===== config.mk =====
export PLATFORM = sky130hd
export DESIGN_NAME = ikaopll_dac_sampler
export DESIGN_NICKNAME = d
export VERILOG_FILES = /design/src/rtl/ikaopll_pkg.sv /design/src/rtl/ikaopll_sample_fifo.sv /design/src/rtl/ikaopll_dac_sampler.sv
export SDC_FILE = /design/constraint.sdc
export NUM_CORES = 1
export LEC_CHECK = 0
export ABC_CLOCK_PERIOD_IN_PS = 6400
export CAP_MARGIN = 20
export CORE_AREA = 2 2 176 178
export CTS_CLUSTER_SIZE = 14
export DETAILED_ROUTE_END_ITERATION = 7
export DIE_AREA = 0 0 178 180
export GPL_TIMING_DRIVEN = 0
export PLACE_DENSITY = 0.53
export SYNTH_ARGS = -nofsm -noshare
export SYNTH_HDL_FRONTEND = slang
export SYNTH_SLANG_ARGS = --single-unit

===== constraint.sdc =====
create_clock -name i_EMUCLK -period 6.4 [get_ports i_EMUCLK]
set_input_delay 0.96 -clock i_EMUCLK [delete_from_list [all_inputs] [get_ports i_EMUCLK]]
set_output_delay 0.96 -clock i_EMUCLK [all_outputs]
set_load 0.005 [all_outputs]

===== src/rtl/ikaopll_pkg.sv =====
// rtl/ikaopll_pkg.sv - shared constants, sync state and impulse decode for the DAC sampler
package ikaopll_pkg;

    localparam int SLOTS_PER_FRAME = 18;
    localparam int ACC_WIDTH       = 14;
    localparam int SLOT_WIDTH      = 5;

    typedef enum logic {
        UNSYNC = 1'b0,
        RUN    = 1'b1
    } sync_state_t;

    // Sign+magnitude impulse to two's complement; a zero magnitude stays zero for either sign.
    function automatic logic signed [ACC_WIDTH-1:0] decode_imp(input logic sign, input logic [8:0] mag);
        logic signed [ACC_WIDTH-1:0] m;
        m = $signed({{(ACC_WIDTH-9){1'b0}}, mag});
        return sign ? -m : m;
    endfunction

endpackage


===== src/rtl/ikaopll_sample_fifo.sv =====
// rtl/ikaopll_sample_fifo.sv - synchronous sample FIFO with push/pop/full/empty
module ikaopll_sample_fifo #(
    parameter int DEPTH = 2,
    parameter int WIDTH = 48
) (
    input  logic             emuclk,
    input  logic             rst,
    input  logic             push,
    input  logic             pop,
    input  logic [WIDTH-1:0] wdata,
    output logic [WIDTH-1:0] rdata,
    output logic             full,
    output logic             empty
);

    localparam int AW = $clog2(DEPTH);

    logic [WIDTH-1:0] mem [DEPTH];
    logic [AW-1:0]    wptr;
    logic [AW-1:0]    rptr;
    logic [AW:0]      count;
    logic             do_push;
    logic             do_pop;

    assign empty   = (count == '0);
    assign full    = (count == (AW+1)'(DEPTH));
    assign do_pop  = pop && !empty;
    // A full FIFO still accepts a push when the head leaves on the same edge.
    assign do_push = push && (!full || do_pop);
    assign rdata   = mem[rptr];

    always_ff @(posedge emuclk) begin
        if (do_push) begin
            mem[wptr] <= wdata;
        end
    end

    always_ff @(posedge emuclk) begin
        if (rst) begin
            wptr  <= '0;
            rptr  <= '0;
            count <= '0;
        end else begin
            if (do_push) begin
                wptr <= wptr + 1'b1;
            end
            if (do_pop) begin
                rptr <= rptr + 1'b1;
            end
            count <= count + (AW+1)'(do_push) - (AW+1)'(do_pop);
        end
    end

endmodule


===== src/rtl/ikaopll_dac_sampler.sv =====
// rtl/ikaopll_dac_sampler.sv - decodes the impulse DAC stream into per-frame melody/rhythm/mix samples
module ikaopll_dac_sampler
    import ikaopll_pkg::*;
#(
    parameter int OUT_WIDTH      = 16,
    parameter int RHY_GAIN_SHIFT = 1,
    parameter int FIFO_DEPTH     = 2
) (
    input  logic                 i_EMUCLK,
    input  logic                 i_RST,
    input  logic                 i_phi1_NCEN_n,
    input  logic                 i_CYCLE_00,
    input  logic                 i_IMP_NOFLUC_SIGN,
    input  logic [8:0]           i_IMP_NOFLUC_MAG_MO,
    input  logic [8:0]           i_IMP_NOFLUC_MAG_RO,
    output logic                 o_SAMPLE_VALID,
    input  logic                 i_SAMPLE_READY,
    output logic [OUT_WIDTH-1:0] o_FM,
    output logic [OUT_WIDTH-1:0] o_RHY,
    output logic [OUT_WIDTH-1:0] o_MIX,
    output logic                 o_SYNC_ERR,
    output logic                 o_OVERRUN
);

    localparam int SW = (OUT_WIDTH > ACC_WIDTH + 1) ? OUT_WIDTH : ACC_WIDTH + 1;
    localparam logic signed [SW-1:0] SAT_MAX = SW'((1 << (OUT_WIDTH - 1)) - 1);
    localparam logic signed [SW-1:0] SAT_MIN = ~SAT_MAX;
    localparam logic [SLOT_WIDTH-1:0] SLOT_FULL = SLOT_WIDTH'(SLOTS_PER_FRAME);
    localparam int DW = 3 * OUT_WIDTH;

    function automatic logic [OUT_WIDTH-1:0] sat(input logic signed [ACC_WIDTH:0] x);
        logic signed [SW-1:0] xe;
        xe = SW'(x);
        if (xe > SAT_MAX) begin
            return SAT_MAX[OUT_WIDTH-1:0];
        end else if (xe < SAT_MIN) begin
            return SAT_MIN[OUT_WIDTH-1:0];
        end
        return xe[OUT_WIDTH-1:0];
    endfunction

    sync_state_t                 state, state_nxt;
    logic [SLOT_WIDTH-1:0]       slot, slot_nxt;
    logic signed [ACC_WIDTH-1:0] fm_acc, fm_nxt;
    logic signed [ACC_WIDTH-1:0] rhy_acc, rhy_nxt;
    logic signed [ACC_WIDTH-1:0] mo;
    logic signed [ACC_WIDTH-1:0] ro;
    logic signed [ACC_WIDTH:0]   mix_sum;
    logic                        step;
    logic                        push_frame;
    logic                        sync_err_set;

    logic          fifo_full;
    logic          fifo_empty;
    logic          pop_fire;
    logic [DW-1:0] fifo_wdata;
    logic [DW-1:0] fifo_rdata;
    logic [DW-1:0] last_q;
    logic          sync_err_q;
    logic          overrun_q;

    assign step    = !i_phi1_NCEN_n;
    assign mo      = decode_imp(i_IMP_NOFLUC_SIGN, i_IMP_NOFLUC_MAG_MO);
    assign ro      = decode_imp(i_IMP_NOFLUC_SIGN, i_IMP_NOFLUC_MAG_RO) <<< RHY_GAIN_SHIFT;
    assign mix_sum = {fm_acc[ACC_WIDTH-1], fm_acc} + {rhy_acc[ACC_WIDTH-1], rhy_acc};

    always_ff @(posedge i_EMUCLK) begin
        if (i_RST) begin
            state   <= UNSYNC;
            slot    <= '0;
            fm_acc  <= '0;
            rhy_acc <= '0;
        end else begin
            state   <= state_nxt;
            slot    <= slot_nxt;
            fm_acc  <= fm_nxt;
            rhy_acc <= rhy_nxt;
        end
    end

    // Any frame-start step seeds a fresh frame with its own slot input.
    always_comb begin
        state_nxt = state;
        slot_nxt  = slot;
        fm_nxt    = fm_acc;
        rhy_nxt   = rhy_acc;
        if (step) begin
            if (i_CYCLE_00) begin
                state_nxt = RUN;
                slot_nxt  = SLOT_WIDTH'(1);
                fm_nxt    = mo;
                rhy_nxt   = ro;
            end else if (state == RUN) begin
                if (slot < SLOT_FULL) begin
                    slot_nxt = slot + 1'b1;
                    fm_nxt   = fm_acc + mo;
                    rhy_nxt  = rhy_acc + ro;
                end else begin
                    state_nxt = UNSYNC;
                    slot_nxt  = '0;
                    fm_nxt    = '0;
                    rhy_nxt   = '0;
                end
            end
        end
    end

    always_comb begin
        push_frame   = 1'b0;
        sync_err_set = 1'b0;
        if (step && state == RUN) begin
            push_frame   = i_CYCLE_00 && (slot == SLOT_FULL);
            sync_err_set = i_CYCLE_00 ^ (slot == SLOT_FULL);
        end
    end

    assign fifo_wdata = {sat({fm_acc[ACC_WIDTH-1], fm_acc}),
                         sat({rhy_acc[ACC_WIDTH-1], rhy_acc}),
                         sat(mix_sum)};
    assign pop_fire   = i_SAMPLE_READY && !fifo_empty;

    ikaopll_sample_fifo #(
        .DEPTH (FIFO_DEPTH),
        .WIDTH (DW)
    ) u_fifo (
        .emuclk (i_EMUCLK),
        .rst    (i_RST),
        .push   (push_frame),
        .pop    (pop_fire),
        .wdata  (fifo_wdata),
        .rdata  (fifo_rdata),
        .full   (fifo_full),
        .empty  (fifo_empty)
    );

    always_ff @(posedge i_EMUCLK) begin
        if (i_RST) begin
            last_q     <= '0;
            sync_err_q <= 1'b0;
            overrun_q  <= 1'b0;
        end else begin
            sync_err_q <= sync_err_set;
            if (pop_fire) begin
                last_q <= fifo_rdata;
            end
            if (push_frame && fifo_full && !pop_fire) begin
                overrun_q <= 1'b1;
            end
        end
    end

    // With the FIFO empty the outputs keep showing the most recently consumed sample.
    assign o_SAMPLE_VALID = !fifo_empty;
    assign o_FM           = fifo_empty ? last_q[DW-1 -: OUT_WIDTH]          : fifo_rdata[DW-1 -: OUT_WIDTH];
    assign o_RHY          = fifo_empty ? last_q[2*OUT_WIDTH-1 -: OUT_WIDTH] : fifo_rdata[2*OUT_WIDTH-1 -: OUT_WIDTH];
    assign o_MIX          = fifo_empty ? last_q[OUT_WIDTH-1:0]              : fifo_rdata[OUT_WIDTH-1:0];
    assign o_SYNC_ERR     = sync_err_q;
    assign o_OVERRUN      = overrun_q;

endmodule

==> results of run 1 <==
==> through the flow <==
stage	power [mW]	util, %
after floorplan	1.914	-
after global placement	2.412	33.70
after detailed placement	2.421	33.94
after CTS	3.424	35.82
after global routing	3.592	35.82
final	3.402	35.82
==> critical path: cells and delay by family <==
| family | cells | cell delay, ns |
|---|---|---|
| AO/OA/AOI/OAI | 4 | 1.32 |
| adder cells (fa/ha/maj) | 2 | 0.47 |
| buffers and inverters | 3 | 0.85 |
| AND/OR/NAND/NOR | 3 | 1.12 |
| XOR/XNOR | 1 | 0.22 |
==> flip-flops by register name (all words and copies together), names as in the netlist, named ones only <==
register	count
fm_acc	14
last_q	45
o_OVERRUN	1
o_SYNC_ERR	1
rhy_acc	13
slot	5
state	1
u_fifo.count	2
u_fifo.mem	90
u_fifo.rptr	1
u_fifo.wptr	1
==> per-layer routing <==
| layer | up-vias | share of wire (%) | global-route usage, % |
|---|---|---|---|
| met5 | - | 0 | 0 |
| met4 | 0 | 1.0 | 4.197 |
| met3 | 15 | 2.9 | 2.580 |
| met2 | 133 | 46 | 25.12 |
| met1 | 3371 | 50 | 22.84 |
| li1 | 3438 | - | - |
==> final timing paths <==
check / startpoint / endpoint / slack, ns
setup / recovery: i_IMP_NOFLUC_MAG_RO[0] / rhy_acc[12]$_SDFFE_PP0P_ / 1.77
hold reg to reg: o_OVERRUN$_SDFFE_PP0P_ / o_OVERRUN$_SDFFE_PP0P_ / 0.48
setup reg to reg: slot[1]$_SDFFE_PP0P_ / u_fifo.mem[0][4]$_DFFE_PP_ / 3.76
hold / removal: o_OVERRUN$_SDFFE_PP0P_ / o_OVERRUN$_SDFFE_PP0P_ / 0.48
==> cell type report <==
type / instances / area share, %
Buffer: 55 / 2.280
Clock buffer: 22 / 4.594
Clock inverter: 10 / 0.6596
Inverter: 16 / 0.5554
Multi-Input combinational cell: 635 / 39.42
Sequential cell: 175 / 40.73
Tap cell: 396 / 4.582
Timing Repair Buffer: 76 / 7.174
==> power breakdown <==
group          internal (mW)  switching [mW]
clock network          0.558           0.453
logic                  0.516           0.547
registers               1.26          0.0660
total                   2.34            1.07
==> cell families (layout without fill, tap and decap cells) <==
family                     after synthesis  in the layout  share of synthesized area, %
and+or+nand+nor                        246            246                         12.49
AOI/OAI and AO/OA                      245            245                         18.04
DFF                                    175            175                         49.11
buffers and inverters                   71            179                         3.418
adders and majority gates               48             48                         6.865
muxes                                   48             48                         5.358
xor gates and xnor gates                47             47                         4.674
other                                    1              1                       0.04182
==> placed cells by master (no fill, tap or decap), types with 4 or more instances in the layout <==
cell,count
ha_1,46
mux2i_1,48
buf_1,6
buf_6,4
o211ai_1,5
nand3_1,5
clkdlybuf4s50_1,71
nor4_1,4
nor2_1,139
a21oi_1,80
inv_1,16
nor3_1,9
o21ai_0,39
dfxtp_1,85
a31oi_1,7
o41ai_1,4
or4_1,6
a21boi_0,4
edfxtp_1,90
xor2_1,14
nand2_1,32
a2111oi_0,4
a21o_1,7
xnor2_1,32
nand4_1,4
clkbuf_16,19
nor2b_1,9
a221oi_1,14
a211oi_1,53
and3_1,5
and2_1,5
clkbuf_1,47
nand2b_1,13
==> results.sh, run 1 <==
export IMPL_synth_common_cells="nor2_1, edfxtp_1, dfxtp_1"
export IMPL_cts_root_buffer="clkbuf_16"
export IMPL_fin_cells=1385
export IMPL_netlist_area_mm2=0.008967
export IMPL_hp_class="reg2reg"
export IMPL_setup_ws_ns=1.771
export IMPL_fin_crit_sh_pct=72.32
export IMPL_synth_area_leaders="edfxtp_1, dfxtp_1, ha_1, nor2_1, mux2i_1"
export IMPL_crit_path_end_kind="flip-flop"
export IMPL_grt_pass1_wl_mm=39.22
export IMPL_drive_above_1_share_pct=5.460
export IMPL_cts_reportedPaths_clkPinSlew_ns=0.07
export IMPL_peakVddDrop_mv=0.2356
export IMPL_path_class="in2reg"
export IMPL_numCtsBuffers=17
export IMPL_rows=64
export IMPL_firstDrtPassIters=5
export IMPL_dpl_cell_area_mm2=0.01024
export IMPL_status="finished, final reports clean"
export IMPL_slew_headroom_pct=44.76
export IMPL_worstRegToRegCells=9
export IMPL_wl_per_cell_um=17.98
export IMPL_die_h_um=180
export IMPL_synth_most_common_cell="nor2_1"
export IMPL_seqCellArea_mm2=0.004404
export IMPL_die_x_um=178
export IMPL_core_area_mm2=0.03019
export IMPL_dpl_worst_slack_ns=1.396
export IMPL_async_reset_ff_share_pct=0
export IMPL_yosysTopAreaCellShare_pct=30.14
export IMPL_cp_max_fo=7
export IMPL_power_leakage_nw=3.749
export IMPL_synth_cell_types=63
export IMPL_syn_num_nets=953
export IMPL_area_delta_synth_final_pct=20.58
export IMPL_ant_nets=0
export IMPL_synth_edff_count=90
export IMPL_cap_violations=0
export IMPL_dr_first_iter_drc_count=513
export IMPL_htreeDepth=4
export IMPL_dieArea_mm2=0.03204
export IMPL_n_antenna_cell=0
export IMPL_routed_wl_mm=24.91
export IMPL_clockBufferDepth=2
export IMPL_post_place_cells=1353
export IMPL_post_cts_setup_buffer_count=0
export IMPL_num_io_pins=75
export IMPL_viasPerCell=5.023
export IMPL_postCtsHoldBufs=0
export IMPL_cp_required_ns=6.72
export IMPL_tritoncts="yes"
export IMPL_fin_skew_ns=0.008766
export IMPL_finalSetupViolations=0
export IMPL_grt_antenna_before_repair=0
export IMPL_finalWeightedCongestion=0.8806
export IMPL_whs_ns=0.4774
export IMPL_clock_sinks=175
export IMPL_max_stage_delay_ns=0.73
export IMPL_grt_pass1_vias=6698
export IMPL_num_nets_final=1048
export IMPL_multi_input_area_mm2=0.004263
export IMPL_worstPathArrival_ns=4.95
export IMPL_rsz0062_at_grt="no"
export IMPL_fin_crit_ns=4.629
export IMPL_ys_seq_area_share_pct=49.11
export IMPL_route_detailed_drc=0
export IMPL_tns_ns=0
export IMPL_synth_ff_type="edfxtp_1"
export IMPL_grt_use_total_pct=16.02
export IMPL_cts_resized=0
export IMPL_hold_depth=2
export IMPL_synth_area_per_cell_um2=10.18
export IMPL_dpl_hpwl_mm=18.31
export IMPL_slew_viol_final=0
export IMPL_fillers=2995
export IMPL_io_buffers=71
export IMPL_clkLatencyLatePin_ns=0.43
export IMPL_yosys_warnings=0
export IMPL_fmax_mhz=216.0
export IMPL_vias=6957
export IMPL_critPathSlowestCell="a2111oi_0"
export IMPL_startpoint_type="primary input"
export IMPL_grt_max_degree=36
export IMPL_tightest_slew_ns=0.8286
export IMPL_final_cell_area_mm2=0.01081
export IMPL_initial_core_util_pct=29.70
export IMPL_synth_seq_cells=175
export IMPL_syn_instance_count=881
export IMPL_grt_ovfl_total=0
export IMPL_path_cells="clkdlybuf4s50_1 > inv_1 > ha_1 > or4b_2 > o21ai_0 > xnor2_1 > ha_1 > clkbuf_1 > a2111oi_0 > a2111oi_0 > or3_1 > nand3_1 > a21oi_1"
export IMPL_synth_area_leader_cell="edfxtp_1"
export IMPL_final_hold_viol_count=0
export IMPL_power_density_mw_per_mm2=314.7
(Power assumes the default switching activity.)
==> inputs of run 2 (changes only) <==
- ABC_CLOCK_PERIOD_IN_PS: 6400 -> 4600
- clock period: 6.4 -> 4.6 ns (I/O delays scaled with it)
==> results of run 2 <==
The final DEF is identical to that of run 1. Status: finished, final reports clean.
Among the figures that moved: setup slack after placement 1.396 ns -> -0.1338 ns; setup slack after layout 1.771 ns -> 0.2413 ns; register-to-register setup slack 3.76 ns -> 1.96 ns; total power 3.402 mW -> 4.734 mW; worst IR drop on VDD 0.2356 mV -> 0.3278 mV
==> inputs of run 3 (changes only) <==
- CTS_BUF_LIST: default -> sky130_fd_sc_hd__clkbuf_4
==> run 3 against run 2 <==
  * Final area is 2.7% lower
  * Utilization fell by 0.95 points
  * Clock skew up 0.012 ns
  * Largest power group unchanged
  * Die area stayed put
  * Sequential power barely moved
  * Highest routed layer unchanged
  * Critical path type unchanged
==> results.sh, run 3 (synthesis results as in run 1) <==
export IMPL_slew_viol_final=0
export IMPL_post_cts_setup_buffer_count=0
export IMPL_route_detailed_drc=0
export IMPL_crit_path_end_kind="flip-flop"
export IMPL_cts_reportedPaths_clkPinSlew_ns=0.14
export IMPL_cp_required_ns=5.05
export IMPL_wl_per_cell_um=17.89
export IMPL_dpl_hpwl_mm=18.31
export IMPL_die_x_um=178
export IMPL_finalPower_mw=4.207
export IMPL_status="finished, final reports clean"
export IMPL_startpoint_type="primary input"
export IMPL_peakVddDrop_mv=0.1725
export IMPL_rows=64
export IMPL_cts_root_buffer="clkbuf_4"
export IMPL_grt_antenna_before_repair=1
export IMPL_cts_resized=0
export IMPL_cp_max_fo=7
export IMPL_grt_ovfl_total=0
export IMPL_hold_depth=2
export IMPL_num_io_pins=75
export IMPL_tritoncts="yes"
export IMPL_core_area_mm2=0.03019
export IMPL_cp_top_family="compound AO/OA/AOI/OAI gates"
export IMPL_max_stage_delay_ns=0.74
export IMPL_fin_util_pct=34.86
export IMPL_dr_first_iter_drc_count=454
export IMPL_final_hold_viol_count=0
export IMPL_initial_core_util_pct=29.70
export IMPL_grt_max_degree=36
export IMPL_cap_violations=0
export IMPL_grt_use_total_pct=15.85
export IMPL_firstDrtPassIters=7
export IMPL_numCtsBuffers=17
export IMPL_finalWeightedCongestion=0.8806
export IMPL_whs_ns=0.4931
export IMPL_power_leakage_nw=3.623
export IMPL_worstPathArrival_ns=4.69
export IMPL_dieArea_mm2=0.03204
export IMPL_finalSetupViolations=0
export IMPL_ant_nets=0
export IMPL_fin_cells=1386
export IMPL_clkLatencyLatePin_ns=0.55
export IMPL_fin_crit_ns=4.247
export IMPL_dpl_cell_area_mm2=0.01024
export IMPL_vias=6952
export IMPL_path_class="in2reg"
export IMPL_path_cells="clkdlybuf4s50_1 > inv_1 > ha_1 > or4b_2 > o21ai_0 > xnor2_1 > ha_1 > clkbuf_1 > a2111oi_0 > a2111oi_0 > or3_1 > nand3_1 > a21oi_1"
export IMPL_drive_above_1_share_pct=5.561
export IMPL_num_nets_final=1048
export IMPL_clockBufferDepth=2
export IMPL_cp_depth=13
export IMPL_fmax_mhz=235.5
export IMPL_max_flop_register="u_fifo.mem"
export IMPL_viasPerCell=5.016
export IMPL_tightest_slew_ns=0.8125
export IMPL_final_cell_mix="nor2_1, edfxtp_1, dfxtp_1, a21oi_1, clkdlybuf4s50_1"
export IMPL_io_buffers=71
export IMPL_routed_wl_mm=24.80
export IMPL_postCtsHoldBufs=0
export IMPL_hp_class="reg2reg"
export IMPL_final_cell_area_mm2=0.01053
export IMPL_layout_commonest_cell="nor2_1"
export IMPL_fin_crit_sh_pct=92.33
export IMPL_clock_sinks=175
export IMPL_top_regs="u_fifo.mem x90, last_q x45, fm_acc x14"
export IMPL_largest_reg_flops=90
export IMPL_critPathSlowestCell="a2111oi_0"
export IMPL_grt_pass1_vias=6668
export IMPL_fin_skew_ns=0.02060
export IMPL_worstRegToRegCells=9
export IMPL_grt_pass1_wl_mm=38.95
export IMPL_power_density_mw_per_mm2=399.7
export IMPL_path_buf_inv=3
export IMPL_die_h_um=180
export IMPL_htreeDepth=4
export IMPL_rsz0062_at_grt="no"
export IMPL_slew_headroom_pct=44.44
export IMPL_area_delta_synth_final_pct=17.37
export IMPL_post_place_cells=1353
run 3: cell types whose count changed in the layout (fill, tap and decap cells not counted):
| cell | previous run | this run |
|---|---|---|
| clkbuf_4 | 0 | 19 |
| clkbuf_1 | 47 | 45 |
| diode_2 | 0 | 1 |
| clkbuf_16 | 19 | 0 |
| bufinv_16 | 0 | 2 |
| clkinv_1 | 2 | 3 |
| clkbuf_8 | 1 | 0 |
run 3: area by class of cell:
cell class / instances / area, um2
Fill cell: 3037 / 19660
Sequential cell: 175 / 4404
Multi-Input combinational cell: 635 / 4263
Timing Repair Buffer: 76 / 775.7
Tap cell: 396 / 495.5
Buffer: 55 / 246.5
Clock buffer: 19 / 142.6
Clock inverter: 13 / 135.1
Inverter: 16 / 60.06
Antenna cell: 1 / 2.502
run 3: through the flow:
step | TNS, ns | setup slack [ns]
6_report | 0 | 0.3530
5_1_grt | 0 | 0.2965
4_1_cts | 0 | 0.4473
3_5_place_dp | -0.1338 | -0.1338
3_3_place_gp | -121.35 | -2.698
2_1_floorplan | 0 | 0.005054
run 3: worst paths after layout:
path | start | to | slack (ns)
max | i_IMP_NOFLUC_MAG_RO[0] | rhy_acc[12]$_SDFFE_PP0P_ | 0.35
min | o_OVERRUN$_SDFFE_PP0P_ | o_OVERRUN$_SDFFE_PP0P_ | 0.49
max reg2reg | slot[1]$_SDFFE_PP0P_ | u_fifo.mem[0][2]$_DFFE_PP_ | 1.93
min reg2reg | o_OVERRUN$_SDFFE_PP0P_ | o_OVERRUN$_SDFFE_PP0P_ | 0.49
run 3: layer usage:
metal / share of wire (%) / track usage, %
met5: 0 / 0
met4: 0.71 / 3.279
met3: 3.5 / 2.538
met2: 46 / 25.07
met1: 50 / 22.76
run 3: where the power goes:
part | internal (mW) | switching, mW
Clock | 0.339 | 0.543
Combinational | 0.719 | 0.762
Sequential | 1.75 | 0.0905
run 3: worst reg2reg max path, delay by kind of cell (launching register included):
kind / cells / cell delay (ns)
adders and majority gates: 2 / 0.39
and+or+nand+nor: 4 / 0.89
DFF: 1 / 0.50
buffers and inverters: 3 / 0.61
